--- src/rtl/fc_layer_sequencer.sv ---
// Tile sequencer for one fully-connected layer on the 6-lane MAC array:
// fetch weight/input tiles, load kernel, feed, wait out latency, accumulate, emit.
module fc_layer_sequencer #(
  parameter int INPUTS_MAC = 6,
  parameter int DATA_W     = 8,
  parameter int ACC_W      = 32,
  parameter int PIPE_LAT   = 2,
  parameter int TILE_W     = 8,
  parameter int OUT_W      = 10,
  parameter int W_ADDR_W   = 16
) (
  input  logic                         clk,
  input  logic                         rst,
  input  logic                         start,
  input  logic [TILE_W-1:0]            n_tiles,
  input  logic [OUT_W-1:0]             n_outputs,
  input  logic                         relu_en,
  output logic                         busy,
  output logic                         done,
  output logic                         w_rd_en,
  output logic [W_ADDR_W-1:0]          w_rd_addr,
  input  logic [INPUTS_MAC*DATA_W-1:0] w_rd_data,
  output logic                         x_rd_en,
  output logic [TILE_W-1:0]            x_rd_addr,
  input  logic [INPUTS_MAC*DATA_W-1:0] x_rd_data,
  output logic                         write_kernel,
  output logic [INPUTS_MAC*DATA_W-1:0] weights,
  output logic [INPUTS_MAC*DATA_W-1:0] inputs_mac,
  input  logic [ACC_W-1:0]             output_mac,
  output logic                         res_valid,
  input  logic                         res_ready,
  output logic [ACC_W-1:0]             res_data,
  output logic [OUT_W-1:0]             res_index
);

  localparam int BUS_W = INPUTS_MAC * DATA_W;
  localparam int CNT_W = (PIPE_LAT > 2) ? $clog2(PIPE_LAT) : 1;
  // Last WAIT count value; unreachable when PIPE_LAT == 1 since FEED skips WAIT.
  localparam logic [CNT_W-1:0] WAIT_LAST = CNT_W'(PIPE_LAT - 2);

  localparam logic [3:0] S_IDLE    = 4'd0;
  localparam logic [3:0] S_FETCH   = 4'd1;
  localparam logic [3:0] S_CAPTURE = 4'd2;
  localparam logic [3:0] S_KERNEL  = 4'd3;
  localparam logic [3:0] S_FEED    = 4'd4;
  localparam logic [3:0] S_WAIT    = 4'd5;
  localparam logic [3:0] S_ACC     = 4'd6;
  localparam logic [3:0] S_EMIT    = 4'd7;
  localparam logic [3:0] S_DONE    = 4'd8;

  logic [3:0]          state_q,     state_d;
  logic [TILE_W-1:0]   n_tiles_q,   n_tiles_d;
  logic [OUT_W-1:0]    n_outputs_q, n_outputs_d;
  logic                relu_q,      relu_d;
  logic [OUT_W-1:0]    j_q,         j_d;
  logic [TILE_W-1:0]   t_q,         t_d;
  logic [W_ADDR_W-1:0] w_addr_q,    w_addr_d;
  logic [ACC_W-1:0]    acc_q,       acc_d;
  logic [BUS_W-1:0]    w_hold_q,    w_hold_d;
  logic [BUS_W-1:0]    x_hold_q,    x_hold_d;
  logic [CNT_W-1:0]    wait_q,      wait_d;

  always_comb begin
    state_d     = state_q;
    n_tiles_d   = n_tiles_q;
    n_outputs_d = n_outputs_q;
    relu_d      = relu_q;
    j_d         = j_q;
    t_d         = t_q;
    w_addr_d    = w_addr_q;
    acc_d       = acc_q;
    w_hold_d    = w_hold_q;
    x_hold_d    = x_hold_q;
    wait_d      = wait_q;

    case (state_q)
      S_IDLE: begin
        if (start) begin
          if ((n_tiles != '0) && (n_outputs != '0)) begin
            n_tiles_d   = n_tiles;
            n_outputs_d = n_outputs;
            relu_d      = relu_en;
            j_d         = '0;
            t_d         = '0;
            w_addr_d    = '0;
            acc_d       = '0;
            state_d     = S_FETCH;
          end else begin
            state_d = S_DONE;
          end
        end
      end
      S_FETCH:   state_d = S_CAPTURE;
      S_CAPTURE: begin
        w_hold_d = w_rd_data;
        x_hold_d = x_rd_data;
        state_d  = S_KERNEL;
      end
      S_KERNEL:  state_d = S_FEED;
      S_FEED: begin
        wait_d  = '0;
        state_d = (PIPE_LAT == 1) ? S_ACC : S_WAIT;
      end
      S_WAIT: begin
        if (wait_q == WAIT_LAST) begin
          state_d = S_ACC;
        end else begin
          wait_d = wait_q + CNT_W'(1);
        end
      end
      S_ACC: begin
        acc_d = acc_q + output_mac;
        // Weight address is j*n_tiles + t, which advances by one per tile across neurons.
        w_addr_d = w_addr_q + W_ADDR_W'(1);
        if (t_q == n_tiles_q - TILE_W'(1)) begin
          t_d     = '0;
          state_d = S_EMIT;
        end else begin
          t_d     = t_q + TILE_W'(1);
          state_d = S_FETCH;
        end
      end
      S_EMIT: begin
        if (res_ready) begin
          acc_d = '0;
          if (j_q == n_outputs_q - OUT_W'(1)) begin
            state_d = S_DONE;
          end else begin
            j_d     = j_q + OUT_W'(1);
            state_d = S_FETCH;
          end
        end
      end
      S_DONE:  state_d = S_IDLE;
      default: state_d = S_IDLE;
    endcase
  end

  always_ff @(posedge clk or negedge rst) begin
    if (!rst) begin
      state_q     <= S_IDLE;
      n_tiles_q   <= '0;
      n_outputs_q <= '0;
      relu_q      <= 1'b0;
      j_q         <= '0;
      t_q         <= '0;
      w_addr_q    <= '0;
      acc_q       <= '0;
      w_hold_q    <= '0;
      x_hold_q    <= '0;
      wait_q      <= '0;
    end else begin
      state_q     <= state_d;
      n_tiles_q   <= n_tiles_d;
      n_outputs_q <= n_outputs_d;
      relu_q      <= relu_d;
      j_q         <= j_d;
      t_q         <= t_d;
      w_addr_q    <= w_addr_d;
      acc_q       <= acc_d;
      w_hold_q    <= w_hold_d;
      x_hold_q    <= x_hold_d;
      wait_q      <= wait_d;
    end
  end

  always_comb begin
    busy         = (state_q != S_IDLE) && (state_q != S_DONE);
    done         = (state_q == S_DONE);
    w_rd_en      = (state_q == S_FETCH);
    x_rd_en      = (state_q == S_FETCH);
    w_rd_addr    = w_addr_q;
    x_rd_addr    = t_q;
    write_kernel = (state_q == S_KERNEL);
    weights      = w_hold_q;
    inputs_mac   = ((state_q == S_FEED) || (state_q == S_WAIT)) ? x_hold_q : '0;
    res_valid    = (state_q == S_EMIT);
    res_index    = (state_q == S_EMIT) ? j_q : '0;
    res_data     = '0;
    if (state_q == S_EMIT) begin
      res_data = (relu_q && acc_q[ACC_W-1]) ? '0 : acc_q;
    end
  end

endmodule

--- config.mk ---
export PLATFORM = sky130hd
export DESIGN_NAME = fc_layer_sequencer
export DESIGN_NICKNAME = d
export VERILOG_FILES = /design/src/rtl/fc_layer_sequencer.sv
export SDC_FILE = /design/constraint.sdc
export NUM_CORES = 1
export LEC_CHECK = 0
export CORE_ASPECT_RATIO = 2
export CORE_MARGIN = 2
export CORE_UTILIZATION = 47
export DETAILED_ROUTE_END_ITERATION = 8
export PLACE_DENSITY = 0.86
export SETUP_SLACK_MARGIN = 0.3
export SYNTH_ARGS = -nofsm -noshare
export SYNTH_HDL_FRONTEND = slang
export SYNTH_SLANG_ARGS = --single-unit
--- constraint.sdc ---
create_clock -name clk -period 3 [get_ports clk]
set_input_delay 0.6 -clock clk [delete_from_list [all_inputs] [get_ports clk]]
set_output_delay 0.6 -clock clk [all_outputs]
set_load 0.05 [all_outputs]
# Word-level counts from Yosys, hierarchy flattened
# Cells that the tools add are included.
[classes] addsub=7 n_eq_ne=16 mux=29 n_reduce_logical=17
[ops] operator="$mux 32" n=5
[ops] operator="$pmux 32 s3" n=1
[ops] operator="$mux 10" n=5
[ops] operator="$mux 48" n=1
[ops] operator="$add 32x32->32" n=1
[ops] operator="$mux 16" n=2
[ops] operator="$pmux 16 s2" n=1
[ops] operator="$pmux 4 s8" n=1
[ops] operator="$mux 8" n=3
[ops] operator="$mux 4" n=5
[ops] operator="$pmux 10 s2" n=1
[ops] operator="$add 16x1->16 const B" n=1
[ops] operator="$eq 4x3->1 const B" n=4
[ops] operator="$pmux 8 s2" n=1
[ops] operator="$add 10x1->10 const B" n=1
[ops] operator="$eq 10x10->1" n=1
[ops] operator="$reduce_bool 10->1" n=1
[ops] operator="$sub 10x1->10 const B" n=1
[ops] operator="$reduce_and 3->1" n=3
[ops] operator="$add 8x1->8 const B" n=1
[ops] operator="$eq 4x2->1 const B" n=2
[ops] operator="$eq 8x8->1" n=1
[ops] operator="$ne 2x2->1 const B" n=4
[ops] operator="$reduce_bool 8->1" n=1
[ops] operator="17 further kinds" n=21
[word_totals] reg_bits=186 in_bits=151 output_inout_bits=168 wordCells=80

# Logic depth before layout (Yosys ltp)
[depth] word_depth=5 mapped_depth=11 depth_no_buf=10

# Least setup slack after synthesis
# No wires, ideal clock.
[synth_timing] path_kind="register to output" start="register state_q[1]" end="output x_rd_en" t_arrival_ns=2.166 path_slack_ns=0.234 path_stages_with_launch=5 path_cell_list="dfrtp_1 clkbuf_1 nand2b_1 nor3_1 buf_4"
[synth_between] elab_chain_len=1
[synth_rtl] item="from (decl)" line="51" rtl="logic [3:0] state_q, state_d;"
[synth_rtl] item="from (signal assigned)" line="153" rtl="state_q <= state_d;"
[synth_rtl] item="$eq 4x1->1"
[synth_rtl] item="to (decl)" line="23" rtl="output logic x_rd_en,"
# Every way passes these cells.

# Final worst setup path
[layout_timing] start="register state_q[3]" end="output res_data[1]"
[layout_between] elab_chain_len=2
[layout_rtl] item="$eq 4x3->1" line="180" rtl="if (state_q == S_EMIT) begin"
[layout_rtl] item="$mux 32" line="180"
[layout_rtl] item="to (decl)" line="32" rtl="output logic [ACC_W-1:0] res_data,"
# Every way passes these cells.

==> impl_metrics.py <==
metrics = {
    "yosys": {
        "syn-cell-area_um2": 10100,
        "yosys_most_used_dff": "dfrtp_1",
        "ys_warn_count": 0,
        "synthArstFlopShare": 1.00,
        "seq_area_frac_synth": 0.460,
        "synth_nets": 1186,
        "synth_edf_count": 0,
        "synth-seq-cells": 185,
        "syn_area_per_cell_um2": 10.1,
        "postSynthCellCount": 998,
        "synthDistinctLibCells": 64,
    },
    "clock_network": {
        "cts_tree": "done",
        "clock_sinks": 185,
        "path_clk_slew_ps": 70,
        "clock_latency_ps": 450,
        "clockBufferDepth": 2,
        "ctsHtreeMaxLevel": 4,
        "root_buffer": "clkbuf_16",
        "holdBufCountCts": 0,
        "numCtsBuffers": 17,
    },
    "sta": {
        "drv_slew": 0,
        "rsz0062_at_grt": "true",
        "finalCriticalPeriod_ps": 2730,
        "finalCritPeriodShare": 0.912,
        "setup-tns-final_ps": 0,
        "fmax_mhz": 366,
        "fin_worst_skew_ps": 8.93,
        "worst_slack_ps": 265,
        "hold_viol_final": 0,
        "setup_viol": 0,
        "worstMarginPinSlew_ps": 786,
        "slew_headroom": 0.476,
    },
    "floorplan": {
        "start_util": 0.478,
        "placementRows": 75,
        "ios": 319,
        "die_h_um": 211,
        "core_area_um2": 21000,
        "fp.dieW_um": 107,
        "dieArea_um2": 22700,
    },
    "critical_path": {
        "cp_slowest_stage_delay_ps": 440,
        "cp.arrival_ps": 2130,
        "worstPathCellList": "inv_2 -> nand4_1 -> a21oi_4 -> clkbuf_16 -> and2_1 -> buf_12",
        "crit_buf_inv": 3,
        "cp_num_cells": 6,
        "cp.required_ps": 2400,
        "cp_slowest_cell": "dfrtp_2",
        "cpLargestDelayFamily": "buffers and inverters",
        "rr_worst_depth": 11,
        "worstSetupStartpointType": "flip-flop",
        "end_kind": "output port",
        "critPathMaxFanout": 15,
        "worstSetupPathType": "flip-flop to output port",
    },
    "route": {
        "vias": 9334,
        "drtAntennaViolNets": 0,
        "drtIter0Drc": 628,
        "totalWireLength_um": 34200,
        "post_drt_wl_per_cell_um": 20.9,
        "route.detailed.drc": 0,
        "viasPerCell": 5.70,
        "drtPass1Iterations": 5,
    },
    "placed_design": {
        "io_buffers": 318,
        "place_hpwl_um": 24500,
        "gp_congestion": 0.943,
        "dp_slack_ps": -254,
    },
    "power": {
        "p_total_mw": 15.5,
        "p_leak_nw": 6.71,
        "pwr_density_cell_nw_per_um2": 1000,
        "max-vdd-ir-drop_v": 0.000931,
    },
    "run_status": {
        "status": "finished, final reports clean",
    },
    "global_routing": {
        "overflow": 0,
        "antenna_found_initial": 1,
        "grt_pass1_vias": 9656,
        "grt_usage": 0.297,
        "grt_pass1_wl_um": 51400,
        "grt_max_degree": 98,
    },
    "run": {
        "cap_violations": 0,
    },
    "finish": {
        "synthToLayoutAreaGrowth_pct": 53.2,
        "final_nets": 1542,
        "drive_above_1_share": 0.255,
    },
    "worst_hold_path": {
        "hold_class": "input pin to asynchronous set/reset pin",
    },
}
-- synthesized netlist by cell type (all sizes together), types with 5 or more instances --
| cell | number | area share |
|---|---|---|
| mux2 | 96 | 0.11 |
| or4 | 5 | 0.0037 |
| or2 | 5 | 0.0031 |
| a211oi | 7 | 0.0057 |
| nand2 | 130 | 0.049 |
| o211ai | 6 | 0.0045 |
| a21o | 9 | 0.0067 |
| or3 | 6 | 0.0042 |
| a31oi | 14 | 0.0087 |
| a21oi | 45 | 0.022 |
| nor3 | 13 | 0.0070 |
| clkbuf | 41 | 0.015 |
| inv | 17 | 0.0063 |
| nand3b | 5 | 0.0037 |
| o31ai | 9 | 0.0067 |
| dfrtp | 185 | 0.46 |
| and2 | 92 | 0.057 |
| nand2b | 7 | 0.0044 |
| nor4 | 7 | 0.0044 |
| and3 | 12 | 0.0075 |
| buf | 5 | 0.0039 |
| and4 | 6 | 0.0052 |
| xor2 | 32 | 0.028 |
| nand4 | 13 | 0.0081 |
| nand3 | 19 | 0.0095 |
| a22o | 5 | 0.0044 |
| nor2 | 45 | 0.017 |
| ha | 36 | 0.045 |
| xnor2 | 32 | 0.028 |
| o21ai | 55 | 0.027 |
-- worst reg2reg max path, stage by stage (launching register included) --
cell      delay [ps]
dfrtp_1          420
ha_4             180
fa_2             390
a21oi_2          190
o211a_1          210
nor4_2            50
buf_4            140
o21bai_1         180
a31oi_1          120
o31ai_2          240
nand3_1          110
a32o_1           260
-- per-layer routing --
| metal | GRT usage | vias to the layer above | routed length [um] |
|---|---|---|---|
| met5 | 0 | - | 0 |
| met3 | 0.0747 | 126 | 1910 |
| met2 | 0.535 | 425 | 18700 |
| met1 | 0.303 | 4562 | 11500 |
| met4 | 0.176 | 0 | 2080 |
| li1 | - | 4221 | - |
-- repair_timing --
item,4_1_cts,5_1_grt
endpoints found under the setup margin,42,125
cloned,0,2
endpoints found under the hold margin,0,0
pin swaps,5,23
resized for setup,13,53
buffers inserted,0,16
-- cells in the final DEF (no fill, tap or decap), types with 6 or more instances in the layout --
cell type        count
nand3_1             19
inv_1               16
a21o_1               9
buf_12              66
o211ai_1             6
o21ai_0             50
clkbuf_16           19
ha_1                27
nand2_1            129
and2_4              10
and3_1              12
xnor2_1             32
nand4_1             13
nor2_1              43
mux2_2              96
o31ai_1              7
xor2_1              32
buf_4               86
dfrtp_1            180
a21oi_1             40
ha_4                 9
a31oi_1             14
nor3_1               8
clkdlybuf4s50_1    218
and4_1               6
nand2b_1             7
and2_1              82
-- power by group --
group | switching [mW] | total (mW) | leakage, nW | internal (mW)
registers | 0.836 | 4.35 | 2.32 | 3.51
logic | 5.02 | 8.72 | 4.09 | 3.70
clock network | 1.08 | 2.38 | 0.306 | 1.30
total | 6.93 | 15.5 | 6.71 | 8.52
-- flip-flops by register name, summed over array words and instances (netlist names) --
name         cells
x_rd_addr        8
n_tiles_q        8
weights         48
relu_q           1
acc_q           32
n_outputs_q     10
j_q             10
state_q          4
w_rd_addr       16
x_hold_q        48
-- metrics by stage --
stage                      util  cell area (um2)  cells  hold WS [ps]
after detailed placement  0.683            14300   1586           487
final                     0.733            15400   1637           172
after global routing      0.733            15400   1637           235
after floorplan               -            10100    998           304
after CTS                 0.712            15000   1618           219
after global placement    0.683            14300   1586           480
-- path summary, 6_finish.rpt --
kind / slack [ps] / end / from
min in group clk: 500 / x_hold_q[40] / x_hold_q[40]
worst min-delay path: 170 / acc_q[17] / rst
worst max-delay path: 270 / res_data[1] / state_q[3]
worst min register to register: 500 / x_hold_q[40] / x_hold_q[40]
max in group asynchronous: 2050 / weights[25] / rst
worst max register to register: 390 / acc_q[24] / acc_q[0]
-- cells by family (layout without fill, tap and decap cells) --
group	Yosys count	in the layout	synth area share
compound gates	178	178	0.113
xor+xnor	64	64	0.0557
simple gates	373	373	0.189
fa+ha+maj	37	37	0.0468
flops	185	185	0.460
buf+inv	63	432	0.0255
mux	98	98	0.109
other cells	0	1	0
-- cell type report --
cell class	count	area [um2]
clock buffer	19	453
clock inverter	13	159
tap	269	337
antenna	1	2.50
multi-input combinational	750	5440
timing repair buffer	383	4320
sequential	185	4640
fill	1361	5610
inverter	17	63.8
(Power assumes the default switching activity.)
